==> src/rtl/controlador_pago.sv <==
// rtl/controlador_pago.sv - payment controller: coin accumulation, timeout/cancel refund, change output
// Optional macro CONTROLADOR_PAGO_VUELTO_EN: return overpayment as vuelto on a completed payment.
module controlador_pago #(
    parameter logic [7:0] TIMEOUT_CICLOS = 8'd200
) (
    input  logic        clock,
    input  logic        reset,
    input  logic [15:0] precio,
    input  logic        precio_valido,
    input  logic [2:0]  moneda,
    input  logic        moneda_valida,
    input  logic        cancelar,
    output logic        pago_recibido,
    output logic [15:0] monto_acumulado,
    output logic [15:0] vuelto,
    output logic        vuelto_valido,
    output logic        moneda_rechazada,
    output logic [1:0]  estado
);

    typedef enum logic [1:0] {
        ESPERA     = 2'b00,
        COBRO      = 2'b01,
        PAGADO     = 2'b10,
        DEVOLUCION = 2'b11
    } estado_t;

    estado_t     r_estado, w_estado_sig;
    logic [15:0] r_precio, w_precio_sig;
    logic [15:0] r_monto, w_monto_sig;
    logic [15:0] r_vuelto, w_vuelto_sig;
    logic [7:0]  r_cnt, w_cnt_sig;
    logic        r_pago, w_pago_sig;
    logic        r_vv, w_vv_sig;
    logic        r_rech, w_rech_sig;

    logic [15:0] w_valor;
    logic        w_valor_ok;
    logic [16:0] w_suma;
    logic [15:0] w_suma_sat;
    logic [8:0]  w_cnt_inc;

    always_comb begin
        w_valor    = 16'd0;
        w_valor_ok = 1'b0;
        case (moneda)
            3'b001: begin w_valor = 16'd25;   w_valor_ok = 1'b1; end
            3'b010: begin w_valor = 16'd50;   w_valor_ok = 1'b1; end
            3'b011: begin w_valor = 16'd100;  w_valor_ok = 1'b1; end
            3'b100: begin w_valor = 16'd500;  w_valor_ok = 1'b1; end
            3'b101: begin w_valor = 16'd1000; w_valor_ok = 1'b1; end
            default: begin w_valor = 16'd0;   w_valor_ok = 1'b0; end
        endcase
    end

    // Saturating at 16'hFFFF still covers any 16-bit price, so payment always completes.
    assign w_suma     = {1'b0, r_monto} + {1'b0, w_valor};
    assign w_suma_sat = w_suma[16] ? 16'hFFFF : w_suma[15:0];
    assign w_cnt_inc  = {1'b0, r_cnt} + 9'd1;

    always_ff @(posedge clock or negedge reset) begin
        if (!reset) begin
            r_estado <= ESPERA;
        end else begin
            r_estado <= w_estado_sig;
        end
    end

    // Pulse outputs are computed on the transition so they are high during the PAGADO/DEVOLUCION cycle.
    always_comb begin
        w_estado_sig = r_estado;
        w_precio_sig = r_precio;
        w_monto_sig  = r_monto;
        w_vuelto_sig = r_vuelto;
        w_cnt_sig    = r_cnt;
        w_pago_sig   = 1'b0;
        w_vv_sig     = 1'b0;
        w_rech_sig   = moneda_valida;
        case (r_estado)
            ESPERA: begin
                if (precio_valido) begin
                    w_precio_sig = precio;
                    w_monto_sig  = 16'd0;
                    w_cnt_sig    = 8'd0;
                    if (precio == 16'd0) begin
                        w_estado_sig = PAGADO;
                        w_pago_sig   = 1'b1;
                        w_vuelto_sig = 16'd0;
`ifdef CONTROLADOR_PAGO_VUELTO_EN
                        w_vv_sig     = 1'b1;
`endif
                    end else begin
                        w_estado_sig = COBRO;
                    end
                end
            end
            COBRO: begin
                if (cancelar) begin
                    w_estado_sig = DEVOLUCION;
                    w_vv_sig     = 1'b1;
                    w_vuelto_sig = r_monto;
                end else if (moneda_valida && w_valor_ok) begin
                    w_rech_sig  = 1'b0;
                    w_monto_sig = w_suma_sat;
                    w_cnt_sig   = 8'd0;
                    if (w_suma_sat >= r_precio) begin
                        w_estado_sig = PAGADO;
                        w_pago_sig   = 1'b1;
`ifdef CONTROLADOR_PAGO_VUELTO_EN
                        w_vuelto_sig = w_suma_sat - r_precio;
                        w_vv_sig     = 1'b1;
`else
                        w_vuelto_sig = 16'd0;
`endif
                    end
                end else begin
                    w_cnt_sig = w_cnt_inc[7:0];
                    if (w_cnt_inc >= {1'b0, TIMEOUT_CICLOS}) begin
                        w_estado_sig = DEVOLUCION;
                        w_vv_sig     = 1'b1;
                        w_vuelto_sig = r_monto;
                    end
                end
            end
            PAGADO, DEVOLUCION: begin
                w_estado_sig = ESPERA;
                w_monto_sig  = 16'd0;
                w_cnt_sig    = 8'd0;
            end
            default: w_estado_sig = ESPERA;
        endcase
    end

    always_ff @(posedge clock or negedge reset) begin
        if (!reset) begin
            r_precio <= 16'd0;
            r_monto  <= 16'd0;
            r_vuelto <= 16'd0;
            r_cnt    <= 8'd0;
            r_pago   <= 1'b0;
            r_vv     <= 1'b0;
            r_rech   <= 1'b0;
        end else begin
            r_precio <= w_precio_sig;
            r_monto  <= w_monto_sig;
            r_vuelto <= w_vuelto_sig;
            r_cnt    <= w_cnt_sig;
            r_pago   <= w_pago_sig;
            r_vv     <= w_vv_sig;
            r_rech   <= w_rech_sig;
        end
    end

    assign pago_recibido    = r_pago;
    assign monto_acumulado  = r_monto;
    assign vuelto           = r_vuelto;
    assign vuelto_valido    = r_vv;
    assign moneda_rechazada = r_rech;
    assign estado           = r_estado;

endmodule

==> config.mk <==
export PLATFORM = sky130hd
export DESIGN_NAME = controlador_pago
export DESIGN_NICKNAME = d
export VERILOG_FILES = /design/src/rtl/controlador_pago.sv
export SDC_FILE = /design/constraint.sdc
export NUM_CORES = 1
export LEC_CHECK = 0
export BUFFER_PORTS_ARGS = -buffer_cell sky130_fd_sc_hd__buf_4
export CORE_MARGIN = 10
export CORE_UTILIZATION = 47
export DETAILED_ROUTE_END_ITERATION = 7
export PLACE_DENSITY = 0.78
export SYNTH_ARGS = -nofsm -noshare
export SYNTH_HDL_FRONTEND = slang
export SYNTH_SLANG_ARGS = --single-unit
==> constraint.sdc <==
create_clock -name clock -period 10.1 [get_ports clock]
set_input_delay 3.03 -clock clock [delete_from_list [all_inputs] [get_ports clock]]
set_output_delay 3.03 -clock clock [all_outputs]
set_load 0.005 [all_outputs]
# After elaboration in Yosys (flattened, before gate mapping)
# Cells that the tools add are included.
# totals
out_inout_bits,37
regBits,61
# op_classes
n_lt_le_gt_ge,2
n_reduce_logical,11
add_sub_neg,2
mux,38
eq_ne,14
# ops
op,n
16-bit 2-to-1 mux,10
10-bit one-hot mux with 5 select lines,1
16-bit one-hot mux with 3 select lines,1
16-bit one-hot mux with 2 select lines,1
8-bit 2-to-1 mux,3
8-bit one-hot mux with 3 select lines,1
16-bit by 16-bit adder with 17-bit output,1
16-bit >= comparator,1
16-bit logical NOT,1
1-bit 2-to-1 mux,13
2-bit 2-to-1 mux,6
"8-bit by 1-bit adder with 9-bit output, second input constant",1
"9-bit by 8-bit >= comparator with 1-bit output, second input constant",1
"2-bit inequality test, second input constant",4
"4-bit inequality test, second input constant",2
"3-bit by 2-bit == test with 1-bit output, second input constant",2
"3-bit == test, second input constant",2
2-bit one-hot mux with 3 select lines,1
3-bit AND reduction,2
5-bit AND reduction,1
5-bit OR reduction,1
"2-bit == test, second input constant",2
2-bit AND reduction,2
"3-bit by 1-bit == test with 1-bit output, second input constant",1
6 further kinds,6

# Longest topological paths before layout
# Gate-level depths: netlist (run 1).
# logic_depth
depth_word,9
mapped_depth,20
ltp_nobuf,17

# Worst setup path after synthesis (run 1)
# Ideal clock, no wire load.
# synth_path
path_kind,in2reg
start,input port moneda[1]
end,register r_vuelto[10] (netlist: vuelto[10])
path_buffers,4
setup_time_ns,0.066
arrival_time_ns,6.469
path_stages,19
required_ns,10.034
path_slack_ns,3.565
cell_sequence,buf_2 nor3b_1 o21bai_1 ha_1 buf_2 nand3_1 and2_1 and4b_1 nor4_2 buf_4 nor2_1 ha_1 nand2b_1 a2111o_1 a21oi_1 o211ai_2 o211ai_4 buf_6 a22o_1
# synth_via
elab_chain_len,7
elab_cells_between_ends,18
# synth_lines
item,line,rtl
start: declaration,10,"input logic [2:0] moneda,"
"3-bit == test, or another cell as far along",46,case (moneda)
10-bit one-hot mux with 5 select lines or 5-bit OR reduction (tied branches),n/a,
16-bit by 16-bit adder with 17-bit output or 1-bit 2-to-1 mux (tied branches),"57, 46",
16-bit 2-to-1 mux or 1-bit logical AND (tied branches),"58, 102",
16-bit >= comparator or 16-bit 2-to-1 mux (tied branches),"106, 102",
4-bit inequality test (no line) or 16-bit 2-to-1 mux (tied branches),n/a,
5-bit AND reduction (no line) or 16-bit one-hot mux with 2 select lines (tied branches),n/a,
end signal: assignment,146,r_vuelto <= w_vuelto_sig;
end: declaration,31,"logic [15:0] r_vuelto, w_vuelto_sig;"
# Several ways; a longest one is shown, not always the timed one.
# A chain may end at the register's enable or synchronous reset.

# Worst setup path in the final report (run 1)
# layout_path
start,input port moneda[0]
end,register r_vuelto[11] (netlist: vuelto[11])
# The elaborated chain is that of the path after synthesis.

==> impl_metrics.csv, run 1 <==
group,metric,value,unit
critical_path,crit_top_cell,"ha_1",
floorplan,die_w,110,µm
global_routing,grt_overflow,0,
sta,period_share,70.2,%
clocking,cts-resized-gates,0,
routing,routed_wl,10100,µm
critical_path,cp_max_fo,17,
placement,placed_area,4340,µm²
logic_synthesis,ys_async_sr_fraction,100,%
critical_path,cp_slowest_stage_delay,0.79,ns
finish,fillers,690,
finish,drive_gt1_share,20.6,%
finish,postLayoutCoreUtil,57.4,%
sta,slew-limit-headroom,32.9,%
flow_run,cap_violations,0,
status,status,"finished clean",
floorplan,rows,32,
pwr,p_leak,0.00214,µW
sta,hold_slack,0.505,ns
sta,fmax,141,MHz
logic_synthesis,syn-cell-area,3840,µm²
routing,dr.pass1.iters,4,
clocking,ctsRootBufferMaster,"clkbuf_8",
finish,design_area,4510,µm²
sta,tightest_slew,1.00,ns
routing,topRoutingLayerUsed,"met4",
pwr,ir_drop,0.0780,mV
critical_path,startpoint_type,"input port",
critical_path,worstPathArrival,7.36,ns
worst_hold_path,hp-class,"flop to flop",
finish,final_cell_mix,"dfrtp_1, buf_4, nand2_1, o21ai_0, ha_1",
routing,route.detailed.drc,0,
routing,via_per_inst,5.76,
global_routing,grt_pass1_vias,3318,
clocking,cts_buffers,9,
floorplan,io_pins,61,
logic_synthesis,yosys_warnings,0,
logic_synthesis,synthCells,413,
clocking,cts_setup_buffers,0,
critical_path,cp-end-kind,"flop",
global_routing,groute.usage.overall,16.0,%
placement,hpwl,7500,µm
global_routing,grt_pass1_wl,16500,µm
routing,routed-via-count,3303,
logic_synthesis,syn_nets,466,
routing,drt-met1-wl,4420,µm
sta,setup_viol,0,
sta,grt_setup_unrepaired,"false",
logic_synthesis,avgSynthCellArea,9.31,µm²
routing,wl_met3,520,µm
placement,portBuffers,60,
routing,first_iter_violations,181,
global_routing,antenna_found_initial,0,
clocking,cts_hold_buffers,0,
logic_synthesis,yosysUniqueCellTypes,66,
sta,fin_tns_setup,0,ns
global_routing,grt_start_max_net_pins,62,
floorplan,core_area,7850,µm²
sta,finalCriticalPeriod,7.09,ns
sta,final-hold-violation-count,0,
clocking,htreeDepth,3,
logic_synthesis,synthFlopType,"dfrtp_1",
critical_path,cp_top_family,"simple AND/OR/NAND/NOR gates",
logic_synthesis,synth-edff-count,0,
sta,drv_slew,0,
routing,detail_route.wl_per_cell,17.6,µm
pwr,finalPower,831,µW
critical_path,crit_slowest_cell,"nor4_2",
sta,finClkSkew,0.00895,ns
clocking,insertion_delay,0.34,ns
logic_synthesis,ys_ff_latch,61,
clocking,cts_tree,"yes",
finish,nets,521,
floorplan,die_y,110,µm
clocking,clock_path_buffers,2,
critical_path,crit_required,10.37,ns
clocking,cts.sink_count,61,
critical_path,crit_chain,"buf_4 > nor3b_1 > o21bai_1 > ha_1 > nand3_1 > and2_1 > and4b_1 > nor4_2 > nor2_1 > ha_1 > nand2b_1 > a2111o_1 > a21oi_1 > o211ai_2 > o211ai_4 > a22o_1",
pwr,powerDensity,184,nW/µm²
critical_path,worst-path-buf-inv,1,
finish,area_growth,17.2,%
routing,wl_met2,4900,µm
finish,num_antenna_cells,0,
floorplan,die_area,12200,µm²
floorplan,start_util,49.0,%
clocking,clkTransAtPathRegs,0.07,ns
routing,detail-route-antenna-nets,0,
logic_synthesis,seq_area_frac_synth,39.7,%
placement,place_congestion,0.923,
critical_path,crit_type,"input port to flop",
## through the flow
| stage | setup WS, ns | std cells |
|---|---|---|
| 2_1_floorplan | 3.57 | 413 |
| 4_1_cts | 3.10 | 573 |
| 3_5_place_dp | 2.77 | 559 |
| 5_1_grt | 2.73 | 573 |
| 3_3_place_gp | 2.98 | 559 |
| 6_report | 3.01 | 573 |
## flip-flops by register name (all words and copies together) (netlist names)
| name | cells |
|---|---|
| vuelto_valido | 1 |
| moneda_rechazada | 1 |
| r_cnt | 8 |
| estado | 2 |
| r_precio | 16 |
| monto_acumulado | 16 |
| vuelto | 16 |
| pago_recibido | 1 |
## final cells by class
cell class	count	area (µm²)	area share (%)
Clock buffer	12	155	3.44
Clock inverter	2	10.0	0.222
Inverter	27	101	2.25
Multi-Input combinational cell	308	2130	47.2
Sequential cell	61	1530	33.9
Tap cell	102	128	2.83
Timing Repair Buffer	61	458	10.2
## cells by family after synthesis
logic type,share of synthesized area [%]
xor+xnor,3.19
buf+inv,5.04
flops,39.7
compound gates,22.3
fa+ha+maj,9.63
simple gates,19.2
mux,0.944
## worst register-to-register path, cell delays in order, from the launching register on
cell and delay, ns:
dfrtp_1 0.43, ha_1 0.23, fa_1 0.24, a21o_1 0.15
nand4_1 0.15, and4b_1 0.29, nor4_2 0.79, nor2_1 0.14
ha_1 0.32, nand2b_1 0.14, a2111o_1 0.40, a21oi_1 0.25
o211ai_2 0.15, o211ai_4 0.34, a22o_1 0.23
## synthesized netlist by cell type, types with 2 or more instances
cell / instances / area (µm²)
a211oi_1: 2 / 15.0
a21o_1: 2 / 15.0
a21oi_1: 23 / 115
a22o_1: 22 / 193
a31oi_1: 5 / 31.3
a32o_1: 2 / 20.0
and2_1: 3 / 18.8
and3_1: 2 / 12.5
buf_2: 7 / 35.0
buf_6: 2 / 22.5
clkbuf_1: 6 / 22.5
dfrtp_1: 61 / 1530
ha_1: 28 / 350
inv_1: 27 / 101
nand2_1: 50 / 188
nand2_2: 2 / 12.5
nand2b_1: 10 / 62.6
nand3_1: 14 / 70.1
nand3b_1: 2 / 15.0
nand4_1: 3 / 18.8
nor2_1: 23 / 86.3
nor2b_1: 3 / 18.8
nor3_1: 6 / 30.0
nor3b_1: 3 / 22.5
nor4_1: 5 / 31.3
nor4_2: 2 / 25.0
o211a_1: 2 / 20.0
o211ai_1: 5 / 37.5
o21ai_0: 32 / 160
o21ai_1: 3 / 15.0
o22ai_1: 3 / 18.8
o31ai_1: 3 / 22.5
or2_1: 2 / 12.5
or2_2: 2 / 12.5
or3_1: 3 / 18.8
xnor2_1: 11 / 96.3
xor2_1: 3 / 26.3
## where the power goes
part,switching [µW],internal [µW]
logic,189,120
clock network,93.4,99.0
registers,36.6,293
total,319,512
## worst paths after layout
kind	depth (start not counted)	from	slack (ns)	endpoint
max	16	moneda[0]	3.01	vuelto[11]
min	1	vuelto[5]	0.51	vuelto[5]
max in group asynchronous	1	reset	6.80	r_cnt[3]
min in group asynchronous	1	reset	2.78	vuelto[0]
max reg2reg	14	monto_acumulado[0]	5.78	vuelto[11]
min reg2reg	1	vuelto[5]	0.51	vuelto[5]
## routing by layer
layer  vias to the layer above  track usage [%]
met4                         0             6.39
met1                      1583             19.6
met5                         -                0
li1                       1600                -
met3                        25             3.57
met2                        95             26.4
(Power assumes the default switching activity.)
==> inputs of run 2 (changes only) <==
==> constraint.sdc (replaced) <==
create_clock -name clock -period 6.71 [get_ports clock]
set_input_delay 2.013 -clock clock [delete_from_list [all_inputs] [get_ports clock]]
set_output_delay 2.013 -clock clock [all_outputs]
set_load 0.005 [all_outputs]
==> run 2 against run 1 <==
Against the previous run: clock skew down 0.0034 ns; cell area unchanged; sequential share of layout area unchanged; critical path depth is the same; via count rose by 2.4%; sequential cell count stayed put; first-iteration DRC count rose by 38%; non-clock buffer count stayed put; critical path type unchanged; highest routed layer unchanged.
==> impl_metrics.csv, run 2 (synthesized netlist as in run 1, its figures left out) <==
group,metric,value,unit
finish,final_cell_mix,"dfrtp_1, buf_4, nand2_1, o21ai_0, ha_1",
pwr,p_leak,0.00214,µW
sta,period_share,89.8,%
critical_path,cp_max_fo,17,
clocking,clkTransAtPathRegs,0.06,ns
finish,drive_gt1_share,20.6,%
routing,detail_route.wl_per_cell,18.0,µm
routing,wl_met2,5160,µm
clocking,cts-resized-gates,0,
global_routing,grt_overflow,0,
critical_path,startpoint,"moneda[0]",
routing,via_per_inst,5.90,
flow_run,cap_violations,0,
placement,portBuffers,60,
critical_path,worstReg2RegStart,"monto_acumulado[0]",
floorplan,start_util,49.0,%
critical_path,startpoint_type,"input port",
critical_path,r2r_cells,14,
sta,fin_tns_setup,0,ns
sta,finalCriticalPeriod,6.02,ns
sta,fmax,166,MHz
clocking,cts.sink_count,61,
floorplan,core_area,7850,µm²
finish,area_growth,17.2,%
worst_hold_path,min_from,"vuelto[11]",
clocking,ctsRootBufferMaster,"clkbuf_8",
global_routing,grt_pass1_wl,16800,µm
clocking,cts_buffers,9,
critical_path,crit_required,6.99,ns
sta,setup_viol,0,
placement,hpwl,7520,µm
critical_path,worstPathArrival,6.30,ns
worst_hold_path,min_to,"vuelto[11]",
routing,wl_met3,551,µm
pwr,powerDensity,279,nW/µm²
critical_path,cp-end-kind,"flop",
floorplan,die_area,12200,µm²
critical_path,crit_type,"input port to flop",
sta,fin_ws,0.686,ns
floorplan,rows,32,
clocking,cts_tree,"yes",
global_routing,groute.usage.overall,16.5,%
sta,finClkSkew,0.00556,ns
clocking,htreeDepth,3,
routing,topRoutingLayerUsed,"met4",
routing,route.detailed.drc,0,
placement,place_congestion,0.906,
clocking,clock_path_buffers,2,
floorplan,die_w,110,µm
pwr,ir_drop,0.115,mV
sta,final-hold-violation-count,0,
routing,detail-route-antenna-nets,0,
sta,tightest_slew,1.01,ns
global_routing,grt_pass1_vias,3280,
critical_path,r2r_slack,2.44,ns
worst_hold_path,holdPathStages,1,
routing,routed-via-count,3381,
placement,place_worst_setup_slack,0.423,ns
sta,grt_setup_unrepaired,"false",
finish,ff_latch_area,1530,µm²
finish,num_antenna_cells,0,
routing,routed_wl,10300,µm
finish,nets,521,
sta,drv_slew,0,
routing,first_iter_violations,249,
clocking,cts_setup_buffers,0,
routing,drt-met1-wl,4480,µm
clocking,insertion_delay,0.35,ns
critical_path,r2r_end,"vuelto[9]",
sta,slew-limit-headroom,32.2,%
global_routing,grt_start_max_net_pins,62,
floorplan,io_pins,61,
routing,dr.pass1.iters,5,
clocking,cts_hold_buffers,0,
global_routing,antenna_found_initial,0,
worst_hold_path,hp-class,"flop to flop",
status,status,"finished clean",
finish,multi_input_area,2130,µm²
floorplan,die_y,110,µm
finish,fillers,693,
==> run 2: cell counts in the layout (fill, tap and decap cells not counted) <==
No cell type changed its count.
==> run 2: metal layers <==
layer / vias to the layer above / track usage [%]
met5: - / 0
met4: 0 / 4.15
met3: 15 / 4.70
met2: 124 / 27.7
met1: 1650 / 20.3
li1: 1592 / -
==> run 2: area by class of cell <==
type                            instances  share of cell area (%)
Clock buffer                           12                    3.44
Clock inverter                          2                   0.222
Inverter                               27                    2.25
Multi-Input combinational cell        308                    47.2
Sequential cell                        61                    33.9
Tap cell                              102                    2.83
Timing Repair Buffer                   61                    10.2
==> run 2: worst max-delay path: stages <==
cell	delay [ns]
buf_4	0.14
nor3b_1	0.42
o21bai_1	0.18
ha_1	0.27
nand3_1	0.15
and2_1	0.21
and4b_1	0.23
nor4_2	0.76
nor2_1	0.13
ha_1	0.30
nand2b_1	0.14
a2111o_1	0.40
a21oi_1	0.25
o211ai_2	0.14
o211ai_4	0.31
a22o_1	0.23
==> run 2: worst max path at each step <==
stage | endpoint | slack, ns | cells after the start
floorplan | vuelto[10] | 1.19 | 19
global placement | vuelto[4] | 0.63 | 16
detailed placement | vuelto[13] | 0.42 | 16
CTS | vuelto[9] | 0.73 | 16
global route | vuelto[9] | 0.36 | 16
finish | vuelto[9] | 0.69 | 16
==> run 2: power by group <==
group | internal [µW] | switching, µW | leakage, µW
Clock | 149 | 143 | 0.0000881
Sequential | 441 | 54.1 | 0.000816
Combinational | 181 | 289 | 0.00123
Total | 770 | 486 | 0.00214
==> run 2: through the flow <==
stage          hold slack (ns)  util, %  instances  total power (µW)  cell area, µm²
2_1_floorplan            0.487        -        413               814            3840
3_3_place_gp             0.485     55.3        559               943            4340
3_5_place_dp             0.489     55.3        559               962            4340
4_1_cts                  0.505     57.4        573              1260            4510
5_1_grt                  0.515     57.4        573              1350            4510
6_report                 0.502     57.4        573              1260            4510
==> inputs of run 3 (changes only) <==
--- a/config.mk
+++ b/config.mk
@@ -6,6 +6,7 @@
 export NUM_CORES = 1
 export LEC_CHECK = 0
 export BUFFER_PORTS_ARGS = -buffer_cell sky130_fd_sc_hd__buf_4
+export CORE_ASPECT_RATIO = 0.9
 export CORE_MARGIN = 10
 export CORE_UTILIZATION = 47
 export DETAILED_ROUTE_END_ITERATION = 7
==> constraint.sdc (replaced) <==
create_clock -name clock -period 6.97 [get_ports clock]
set_input_delay 2.091 -clock clock [delete_from_list [all_inputs] [get_ports clock]]
set_output_delay 2.091 -clock clock [all_outputs]
set_load 0.005 [all_outputs]
==> run 3 against run 2 <==
Against the previous run: final cell count down 0.17%; non-clock buffer count unchanged; core utilization down 0.61 points; register-to-register slack better by 0.29 ns; clock power up 24%; via count down 1.4%; critical endpoint is now vuelto[7].
==> impl_metrics.csv, run 3 (synthesized netlist as in run 1, its figures left out) <==
group,metric,value,unit
status,status,"finished clean",
global_routing,antenna_found_initial,0,
worst_hold_path,hp-class,"flop to flop",
worst_hold_path,min_from,"vuelto[8]",
clocking,cts_setup_buffers,0,
finish,postLayoutCoreUtil,56.8,%
pwr,powerDensity,281,nW/µm²
sta,grt_setup_unrepaired,"false",
sta,period_share,86.3,%
critical_path,startpoint,"moneda[0]",
placement,hpwl,7550,µm
critical_path,cp-end-kind,"flop",
sta,finClkSkew,0.00860,ns
floorplan,die_y,106,µm
pwr,p_leak,0.00216,µW
sta,tightest_slew,0.980,ns
finish,stdcell_count,572,
clocking,ctsRootBufferMaster,"clkbuf_8",
global_routing,grt_pass1_vias,3299,
global_routing,groute.usage.overall,16.2,%
routing,first_iter_violations,325,
sta,setup_viol,0,
pwr,ir_drop,0.128,mV
clocking,cts.sink_count,61,
finish,nets,521,
sta,fin_ws,0.955,ns
finish,design_area,4560,µm²
floorplan,start_util,47.9,%
finish,fillers,695,
routing,routed-via-count,3335,
critical_path,worstPathArrival,6.30,ns
placement,placed_area,4340,µm²
clocking,clock_path_buffers,2,
sta,finalCriticalPeriod,6.02,ns
critical_path,r2r_slack,2.73,ns
clocking,cts_buffers,9,
routing,dr.pass1.iters,5,
critical_path,crit_required,7.25,ns
placement,dp.cells,556,
clocking,insertion_delay,0.35,ns
finish,num_antenna_cells,0,
floorplan,core_area,8030,µm²
placement,place_congestion,0.924,
floorplan,io_pins,61,
pwr,p_seq_share,36.9,%
sta,fmax,166,MHz
clocking,clkTransAtPathRegs,0.07,ns
sta,slew-limit-headroom,34.5,%
global_routing,grt_pass1_wl,16300,µm
routing,via_per_inst,5.83,
pwr,swShare,37.0,%
sta,fin_tns_setup,0,ns
routing,detail_route.wl_per_cell,17.5,µm
critical_path,cp_max_fo,17,
critical_path,r2r_cells,14,
routing,detail-route-antenna-nets,0,
pwr,combPwrFrac,34.8,%
floorplan,die_area,12200,µm²
critical_path,crit_type,"input port to flop",
routing,routed_wl,10000,µm
pwr,clkPwrFrac,28.3,%
finish,drive_gt1_share,21.1,%
pwr,internal_power,808,µW
critical_path,r2r_end,"vuelto[7]",
finish,area_growth,18.7,%
clocking,cts-resized-gates,0,
floorplan,rows,31,
routing,route.detailed.drc,0,
sta,final-hold-violation-count,0,
floorplan,die_w,115,µm
critical_path,worstReg2RegStart,"monto_acumulado[0]",
critical_path,endpoint,"vuelto[7]",
global_routing,grt_overflow,0,
flow_run,cap_violations,0,
finish,final_cell_mix,"dfrtp_1, buf_4, nand2_1, o21ai_0, ha_1",
pwr,p_switching,474,µW
critical_path,startpoint_type,"input port",
clocking,cts_tree,"yes",
global_routing,grt_start_max_net_pins,62,
clocking,cts_hold_buffers,0,
placement,portBuffers,60,
placement,place_worst_setup_slack,0.608,ns
sta,drv_slew,0,
clocking,htreeDepth,3,
## run 3: cell count changes in the layout (fill, tap and decap cells not counted)
| cell | before | now |
|---|---|---|
| bufinv_16 | 0 | 2 |
| clkbuf_1 | 1 | 0 |
| clkbuf_8 | 11 | 10 |
| clkinv_4 | 0 | 1 |
| clkinvlp_4 | 0 | 1 |
## run 3: layout make-up
type                    instances  area (µm²)  share of cell area, %
flip-flops and latches         61        1530                   33.5
repair buffers                 61         458                   10.0
multi-input cells             308        2130                   46.7
well taps                      99         124                   2.71
clock buffers                  10         138                   3.02
inverters                      27         101                   2.22
clock inverters                 6        86.3                   1.89
## run 3: stage by stage
step / hold WS (ns) / power [µW]
finish: 0.502 / 1280
global route: 0.525 / 1370
CTS: 0.508 / 1290
detailed placement: 0.487 / 926
global placement: 0.484 / 908
floorplan: 0.487 / 784
## run 3: worst min-delay path by stage
stage	to	slack, ns	cells after the start
6_report	vuelto[8]	0.50	1
3_3_place_gp	vuelto[8]	0.48	1
5_1_grt	vuelto[3]	0.53	1
2_1_floorplan	r_precio[0]	0.49	1
4_1_cts	vuelto[8]	0.51	1
3_5_place_dp	vuelto[15]	0.49	1
## run 3: power by group through the flow
stage          clock network, µW  logic, µW  registers [µW]
2_1_floorplan                  0        319             465
3_3_place_gp                   0        429             479
3_5_place_dp                   0        445             481
4_1_cts                      366        448             474
5_1_grt                      379        504             483
6_report                     362        446             473
## run 3: worst max-delay path, cell delays in order
cell,delay [ns]
buf_4,0.14
nor3b_1,0.39
o21bai_1,0.19
ha_1,0.27
nand3_1,0.13
and2_1,0.20
and4b_1,0.23
nor4_2,0.77
nor2_1,0.15
ha_1,0.31
nand2b_1,0.14
a2111o_1,0.40
a21oi_1,0.24
o211ai_2,0.14
o211ai_4,0.30
a22o_1,0.21
## run 3: metal layers
metal	up-vias	GRT usage, %	wire (µm)
met3	17	4.48	563
li1	1599	-	-
met5	-	0	0
met4	0	3.80	148
met2	100	27.1	5000
met1	1619	20.3	4320
